==> config.mk <==
export PLATFORM = sky130hd
export DESIGN_NAME = block_put
export DESIGN_NICKNAME = d
export VERILOG_FILES = /design/src/rtl/block_put.sv
export SDC_FILE = /design/constraint.sdc
export NUM_CORES = 1
export LEC_CHECK = 0
export CAP_MARGIN = 30
export CORE_AREA = 2 2 155 157
export CTS_BUF_LIST = sky130_fd_sc_hd__clkbuf_4
export CTS_CLUSTER_DIAMETER = 150
export DETAILED_ROUTE_END_ITERATION = 8
export DIE_AREA = 0 0 157 159
export MAX_ROUTING_LAYER = met4
export PLACE_DENSITY_LB_ADDON = 0.3
export SETUP_SLACK_MARGIN = 0.3
export SYNTH_ARGS = -nofsm -noshare
export SYNTH_HDL_FRONTEND = slang
export SYNTH_SLANG_ARGS = --single-unit
==> constraint.sdc <==
create_clock -name clk -period 7.2 [get_ports clk]
set_input_delay 0.72 -clock clk [delete_from_list [all_inputs] [get_ports clk]]
set_output_delay 0.72 -clock clk [all_outputs]
set_load 0.01 [all_outputs]
==> src/rtl/block_put.sv <==
// block_put: writes a JxK result block back into a row-major matrix, one element per slot, skipping out-of-bounds elements.
// Optional BLOCK_PUT_ACCUM_EN: read-modify-write accumulate (READ then WRITE cycle per element).
`ifndef J
`define J 2
`endif
`ifndef K
`define K 2
`endif
`ifndef DATA_W
`define DATA_W 16
`endif

module block_put #(
   parameter int unsigned J      = `J,
   parameter int unsigned K      = `K,
   parameter int unsigned DATA_W = `DATA_W
) (
   input  logic              clk,
   input  logic              rst,
   input  logic              start,
   input  logic [9:0]        start_row,
   input  logic [9:0]        start_col,
   input  logic [9:0]        num_cols,
   input  logic [9:0]        matrix_len,
   input  logic [DATA_W-1:0] block [0:J*K-1],
`ifdef BLOCK_PUT_ACCUM_EN
   input  logic [DATA_W-1:0] mem_rdata,
   output logic              mem_re,
`endif
   output logic              mem_we,
   output logic [9:0]        mem_addr,
   output logic [DATA_W-1:0] mem_wdata,
   output logic              busy,
   output logic              block_put_done
);
   localparam int unsigned N     = J * K;
   localparam int unsigned IDX_W = (N > 1) ? $clog2(N) : 1;
   localparam int unsigned POS_W = 11;

   typedef enum logic [1:0] {IDLE, RUN, DONE} state_t;

   state_t            state, state_nxt;
   logic [IDX_W-1:0]  idx, idx_nxt;
   logic [DATA_W-1:0] blk_q [0:N-1];
   logic [9:0]        row_q, col_q, ncol_q, rows_q;
   logic              cap;
   logic              we_nxt, busy_nxt, done_nxt;
   logic [9:0]        addr_nxt;
   logic [DATA_W-1:0] wdata_nxt;
   logic [POS_W-1:0]  row_c, col_c;
   logic              in_bounds_c, last_c;
   logic [9:0]        addr_c, rows_c;
`ifdef BLOCK_PUT_ACCUM_EN
   logic              phase, phase_nxt, re_nxt;
`endif

   // Position of the current element; sums kept 11 bits wide so the bound compare cannot wrap.
   always_comb begin
      row_c       = POS_W'(row_q) + POS_W'(32'(idx) / K);
      col_c       = POS_W'(col_q) + POS_W'(32'(idx) % K);
      in_bounds_c = (ncol_q != 10'd0) && (row_c < POS_W'(rows_q)) && (col_c < POS_W'(ncol_q));
      addr_c      = 10'(row_c * POS_W'(ncol_q) + col_c);
      last_c      = (idx == IDX_W'(N - 1));
      rows_c      = (num_cols == 10'd0) ? 10'd0 : matrix_len / num_cols;
   end

   // Next state and next registered outputs.
   always_comb begin
      state_nxt = state;
      idx_nxt   = idx;
      cap       = 1'b0;
      we_nxt    = 1'b0;
      addr_nxt  = mem_addr;
      wdata_nxt = mem_wdata;
      done_nxt  = 1'b0;
`ifdef BLOCK_PUT_ACCUM_EN
      phase_nxt = phase;
      re_nxt    = 1'b0;
`endif
      unique case (state)
         IDLE: begin
            if (start) begin
               cap       = 1'b1;
               idx_nxt   = '0;
               state_nxt = RUN;
`ifdef BLOCK_PUT_ACCUM_EN
               phase_nxt = 1'b0;
`endif
            end
         end
         RUN: begin
            addr_nxt = addr_c;
`ifdef BLOCK_PUT_ACCUM_EN
            if (!phase) begin
               re_nxt    = in_bounds_c;
               phase_nxt = 1'b1;
            end else begin
               we_nxt    = in_bounds_c;
               wdata_nxt = mem_rdata + blk_q[idx];
               phase_nxt = 1'b0;
               if (last_c) state_nxt = DONE;
               else        idx_nxt   = idx + IDX_W'(1);
            end
`else
            we_nxt    = in_bounds_c;
            wdata_nxt = blk_q[idx];
            if (last_c) state_nxt = DONE;
            else        idx_nxt   = idx + IDX_W'(1);
`endif
         end
         DONE: begin
            done_nxt  = 1'b1;
            idx_nxt   = '0;
            state_nxt = IDLE;
         end
         default: state_nxt = IDLE;
      endcase
      busy_nxt = (state_nxt != IDLE);
   end

   // State, output and capture registers.
   always_ff @(posedge clk or posedge rst) begin
      if (rst) begin
         state          <= IDLE;
         idx            <= '0;
         mem_we         <= 1'b0;
         mem_addr       <= '0;
         mem_wdata      <= '0;
         busy           <= 1'b0;
         block_put_done <= 1'b0;
         blk_q          <= '{default: '0};
         row_q          <= '0;
         col_q          <= '0;
         ncol_q         <= '0;
         rows_q         <= '0;
`ifdef BLOCK_PUT_ACCUM_EN
         phase          <= 1'b0;
         mem_re         <= 1'b0;
`endif
      end else begin
         state          <= state_nxt;
         idx            <= idx_nxt;
         mem_we         <= we_nxt;
         mem_addr       <= addr_nxt;
         mem_wdata      <= wdata_nxt;
         busy           <= busy_nxt;
         block_put_done <= done_nxt;
`ifdef BLOCK_PUT_ACCUM_EN
         phase          <= phase_nxt;
         mem_re         <= re_nxt;
`endif
         if (cap) begin
            blk_q  <= block;
            row_q  <= start_row;
            col_q  <= start_col;
            ncol_q <= num_cols;
            rows_q <= rows_c;
         end
      end
   end

endmodule

---- Word level (Yosys, flattened, before mapping) ----
Cells that the tools add are included.
operators by class
  divide/modulo/power cells ............... 1
  equality and inequality tests ........... 5
  multiplexer cells ....................... 14
  $lt $le $gt $ge ......................... 3
  bitwise gates (word level) .............. 1
  reductions and logical operators ........ 8
  add/subtract/negate cells ............... 4
  $mul .................................... 1
operators with widths
  cell                 number
  $bmux 16 s2          1
  $mux 16              2
  $add 10x1->11        2
  $lt 11x10->1         2
  $mul 11x10->10       1
  $add 10x10->10       1
  $div 10x10->10       1
  $logic_not 10->1     1
  $mux 10              1
  $reduce_bool 10->1   1
  $mux 2               4
  $pmux 2 s3           1
  $eq 2x2->1 const B   2
  $mux 1               4
  $ne 2x2->1 const B   2
  $pmux 2 s2           1
  $ge 3x3->1 const B   1
  $not 2->3            1
  $reduce_and 3->1     1
  $reduce_bool 3->1    1
  $add 2x1->2 const B  1
  $eq 2x1->1 const B   1
  $logic_and 1x1->1    2
  $logic_not 2->1      1
  $reduce_bool 2->1    1
storage, ports and cells
  flip-flop bits (word level) ............. 137
  bits of input ports ..................... 107
  word-level logic and storage cells ...... 52
  output and inout port bits .............. 29

---- Longest topological paths before layout ----
Gate-level depths: netlist of the first run.
  depth in word-level cells ............... 5
  gate-level depth with buffers ........... 73

---- Worst setup path before layout of the first run ----
No wires, ideal clock.
  kind .................................... input to register
  start ................................... input port num_cols[6]
  end ..................................... register rows_q[0]
  setup time .............................. 144 ps
  stages .................................. 67
  slack ................................... -7188 ps
  arrival time ............................ 14244 ps
  cells stage by stage .................... nor4_2 and3_2 a31oi_1 ha_1 o21a_1 o2111ai_1 mux2i_1 ha_1 o21a_1 or2_2 a2111oi_0 a21o_2 ha_1 o21a_1 o221ai_1 nand2_1 o21ai_0 ha_1 [31 not listed] o21a_1 o21ai_0 nand2b_1 a21oi_1 a2bb2oi_1 a2111oi_0 o21ai_1 clkbuf_1 o21ai_0 ha_1 a21o_1 a21o_1 a21o_1 a21o_1 a21oi_1 o21ai_0 a31oi_1 o21ai_0
between the ends
  cells in the longest elaborated chain, start to end .. 2
RTL lines
  what                                                line  text
  from (decl)                                         23    input logic [9:0] num_cols,
  $div 10x10->10 or $logic_not 10->1 (tied branches)  64    rows_c = (num_cols == 10'd0) ? 10'd0 : matrix_len / num_cols;
  $mux 10 (*)                                         64
  to (signal assigned)                                157   rows_q <= rows_c;
  to (decl)                                           45    logic [9:0] row_q, col_q, ncol_q, rows_q;
Mark *: on every way between the ends. The rest lies on a longest branch, timed or not.
A chain may end at the register's enable or synchronous reset.

---- Final worst setup path of the first run ----
  start ................................... input port num_cols[4]
  end ..................................... register rows_q[0]
The elaborated chain is that of the path after synthesis.

==> flow_summary.yaml, run 1 <==
detailed_routing:
  drc: 0
  drtIter0Drc: 435
  drt_wl_total_um: 29800
  vias_per_cell: 5.05
  drt.antenna.violating_nets: 0
  wl_per_cell_um: 16.1
  drt-pass1-iter-count: 5
  num_vias: 9342
critical_path:
  crit_path_start_kind: "input pin"
  slowest_stage: "nor4_4"
  cp_common_cell: "buf_4"
  path_buf_inv: 18
  crit_path_max_incr_delay_ns: 0.34
  required_ns: 7.59
  cp_max_fo: 7
  worstSetupPathType: "in2reg"
  crit_family: "compound AO/OA/AOI/OAI gates"
  arrival_ns: 13.25
  critPathCaptureType: "flip-flop"
clock_network:
  clock-sinks: 137
  cts_tree: "yes"
  clkTransAtPathRegs_ns: 0.13
  clock_latency_ns: 0.54
  cts_root_buf: "clkbuf_4"
  htreeDepth: 4
  cts_buffer_depth: 2
  cts_made_buffers: 17
timing:
  report.final.slew_viol_count: 0
  rsz0062_at_grt: "true"
  hold-worst-slack_ns: 0.487
  fmax_mhz: 77.8
  hold_viol: 0
  worstMarginPinSlew_ns: 0.773
  setup_viol: 4
  relSlewSlack: 0.484
  period_share: 1.78
  clock-skew-final_ns: 0.0214
  min_period_ns: 12.85
  timing.final.ws_setup_ns: -5.65
  tns_ns: -15.87
grt:
  grt_pass1_wl_um: 47500
  grt_start_max_net_pins: 77
  antenna_found_initial: 6
  grt_use_total: 0.246
  grt-ovfl-total: 0
  grt_pass1_vias: 9714
synth:
  async_flop_share: 1.00
  synth_cells: 1190
  synth.distinct_cells: 69
  ys.flop_type: "dfrtp_1"
  synth.avg_cell_area_sq_um: 8.63
  syn-num-nets: 1434
  yosysWarnings: 0
  synth_edf_count: 0
  ys_seq_elements: 137
  synth_seq_area_share: 0.334
  syn-cell-area_sq_mm: 0.0103
die:
  dieHeight_um: 159
  dieWidth_um: 157
  ios: 136
  start_util: 0.443
  dieArea_sq_mm: 0.0250
  core_sq_mm: 0.0232
  num_rows: 56
power:
  p_int_uw: 3460
  total_leakage_power_uw: 0.00712
  power_switching_uw: 2860
  p_seq_frac: 0.219
  powerDensity_mw_per_mm2: 438
  swShare: 0.452
  clkPwrFrac: 0.082
  power_frac_comb: 0.699
  ir_drop_mv: 0.530
placed_design:
  place.port_buffers: 135
  gp_congestion: 0.887
  dp_hpwl_um: 20800
layout:
  num-fill-cells: 1973
  regArea_sq_mm: 0.00343
  multi_input_area_sq_mm: 0.00684
  synthToLayoutAreaGrowth_pct: 40.3
  layout-drive-gt1-share: 0.244
  utilization: 0.621
  fin_nets: 1756
  layout_commonest_cell: "nand2_1"
  final_cell_mix: "nand2_1, buf_4, dfrtp_1"
status:
  status: "finished, violations left"
  violations: "setup timing"
min_path:
  worst_hold_path_type: "reg2reg"
run:
  drv_cap: 0
## final timing paths
path | slack [ns] | cells past startpoint | end | from
worst max-delay path | -5.65 | 73 | rows_q[0]$_DFFE_PP0P_ | num_cols[4]
min in group asynchronous | 0.65 | 2 | mem_wdata[10]$_DFFE_PP0P_ | rst
worst min-delay path | 0.49 | 2 | mem_wdata[11]$_DFFE_PP0P_ | mem_wdata[11]$_DFFE_PP0P_
worst min register to register | 0.49 | 2 | mem_wdata[11]$_DFFE_PP0P_ | mem_wdata[11]$_DFFE_PP0P_
max in group asynchronous | 5.29 | 3 | rows_q[0]$_DFFE_PP0P_ | rst
worst max register to register | 1.29 | 24 | mem_addr[9]$_DFFE_PP0P_ | idx[1]$_DFFE_PP0P_
## per-stage QoR
| stage | cells | setup slack (ns) | total power [uW] | instance area (sq um) |
|---|---|---|---|---|
| final | 1851 | -5.65 | 6320 | 14400 |
| after global routing | 1850 | -6.14 | 7050 | 14400 |
| after floorplan | 1190 | -5.76 | 4570 | 10500 |
| after global placement | 1731 | -6.08 | 5550 | 13000 |
| after CTS | 1820 | -5.40 | 6290 | 14000 |
| after detailed placement | 1731 | -6.61 | 5670 | 13000 |
## layout make-up
class | count | share of cell area
Antenna cell | 7 | 0.00122
Clock buffer | 17 | 0.00886
Clock inverter | 15 | 0.0112
Inverter | 102 | 0.0269
Multi-Input combinational cell | 904 | 0.475
Sequential cell | 137 | 0.238
Tap cell | 319 | 0.0277
Timing Repair Buffer | 350 | 0.211
## registers in the layout, indices dropped and copies added (netlist names)
| signal | flops |
|---|---|
| blk_q | 64 |
| block_put_done | 1 |
| busy | 1 |
| col_q | 10 |
| idx | 2 |
| mem_addr | 10 |
| mem_wdata | 16 |
| mem_we | 1 |
| ncol_q | 10 |
| row_q | 10 |
| rows_q | 10 |
| state | 2 |
## timing repair
item | in CTS | in global routing
pin swaps | 32 | 61
endpoints found under the setup margin | 5 | 5
hold buffers | 0 | 0
gates resized for setup | 72 | 71
buffers inserted | 57 | 24
## kinds of logic after synthesis
family,Yosys count,share of synthesized area
multiplexers,33,0.0546
adder cells (fa/ha/maj),137,0.189
flip-flops,137,0.334
AND/OR/NAND/NOR,514,0.212
AO/OA/AOI/OAI,167,0.108
buffers and inverters,149,0.0553
XOR/XNOR,53,0.0479
## metal layers
layer	wire (um)	share of wire	global-route usage
met1	12700	0.43	0.299
met2	14700	0.49	0.403
met3	1330	0.044	0.0476
met4	1070	0.036	0.0922
met5	0	0	-
## synth_stat cells (21+ instances only)
master / instances / area [sq um]
nand2_1: 382 / 1430
dfrtp_1: 137 / 3430
ha_1: 107 / 1340
inv_1: 102 / 383
o21ai_0: 48 / 240
clkbuf_1: 42 / 158
xnor2_1: 35 / 307
fa_1: 30 / 601
nor2_1: 30 / 113
nor3_1: 28 / 140
o21a_1: 24 / 180
a21o_1: 23 / 173
a21oi_1: 21 / 105
and2_1: 21 / 131
## power groups by stage
stage                     Combinational [uW]  Clock, uW  Sequential (uW)
after global routing                    5040        571             1440
after CTS                               4370        532             1390
final                                   4410        520             1380
after global placement                  4160          0             1390
after detailed placement                4270          0             1400
after floorplan                         3220          0             1350
## worst reg2reg max path, stage by stage, from the launching register on
cell and delay (ns):
dfrtp_1 0.42, ha_1 0.25, ha_1 0.23, and3_1 0.21, nand3_1 0.10, xnor2_1 0.12, buf_4 0.17, nand2_1 0.08
fa_1 0.53, inv_1 0.06, fa_1 0.50, inv_1 0.05, fa_1 0.48, inv_1 0.06, fa_1 0.50, fa_1 0.48
xnor2_1 0.16, xnor2_1 0.19, xnor2_1 0.16, xnor2_1 0.16, xnor2_1 0.15, xnor3_1 0.25, xnor2_1 0.28, xnor2_1 0.15
o21ai_0 0.08
Power figures use the tool's default switching activity.
==> run 2: changes to the inputs <==
- SLEW_MARGIN: unset -> 30
==> results of run 2 <==
Final layout, timing and power as in run 1 (identical DEF).
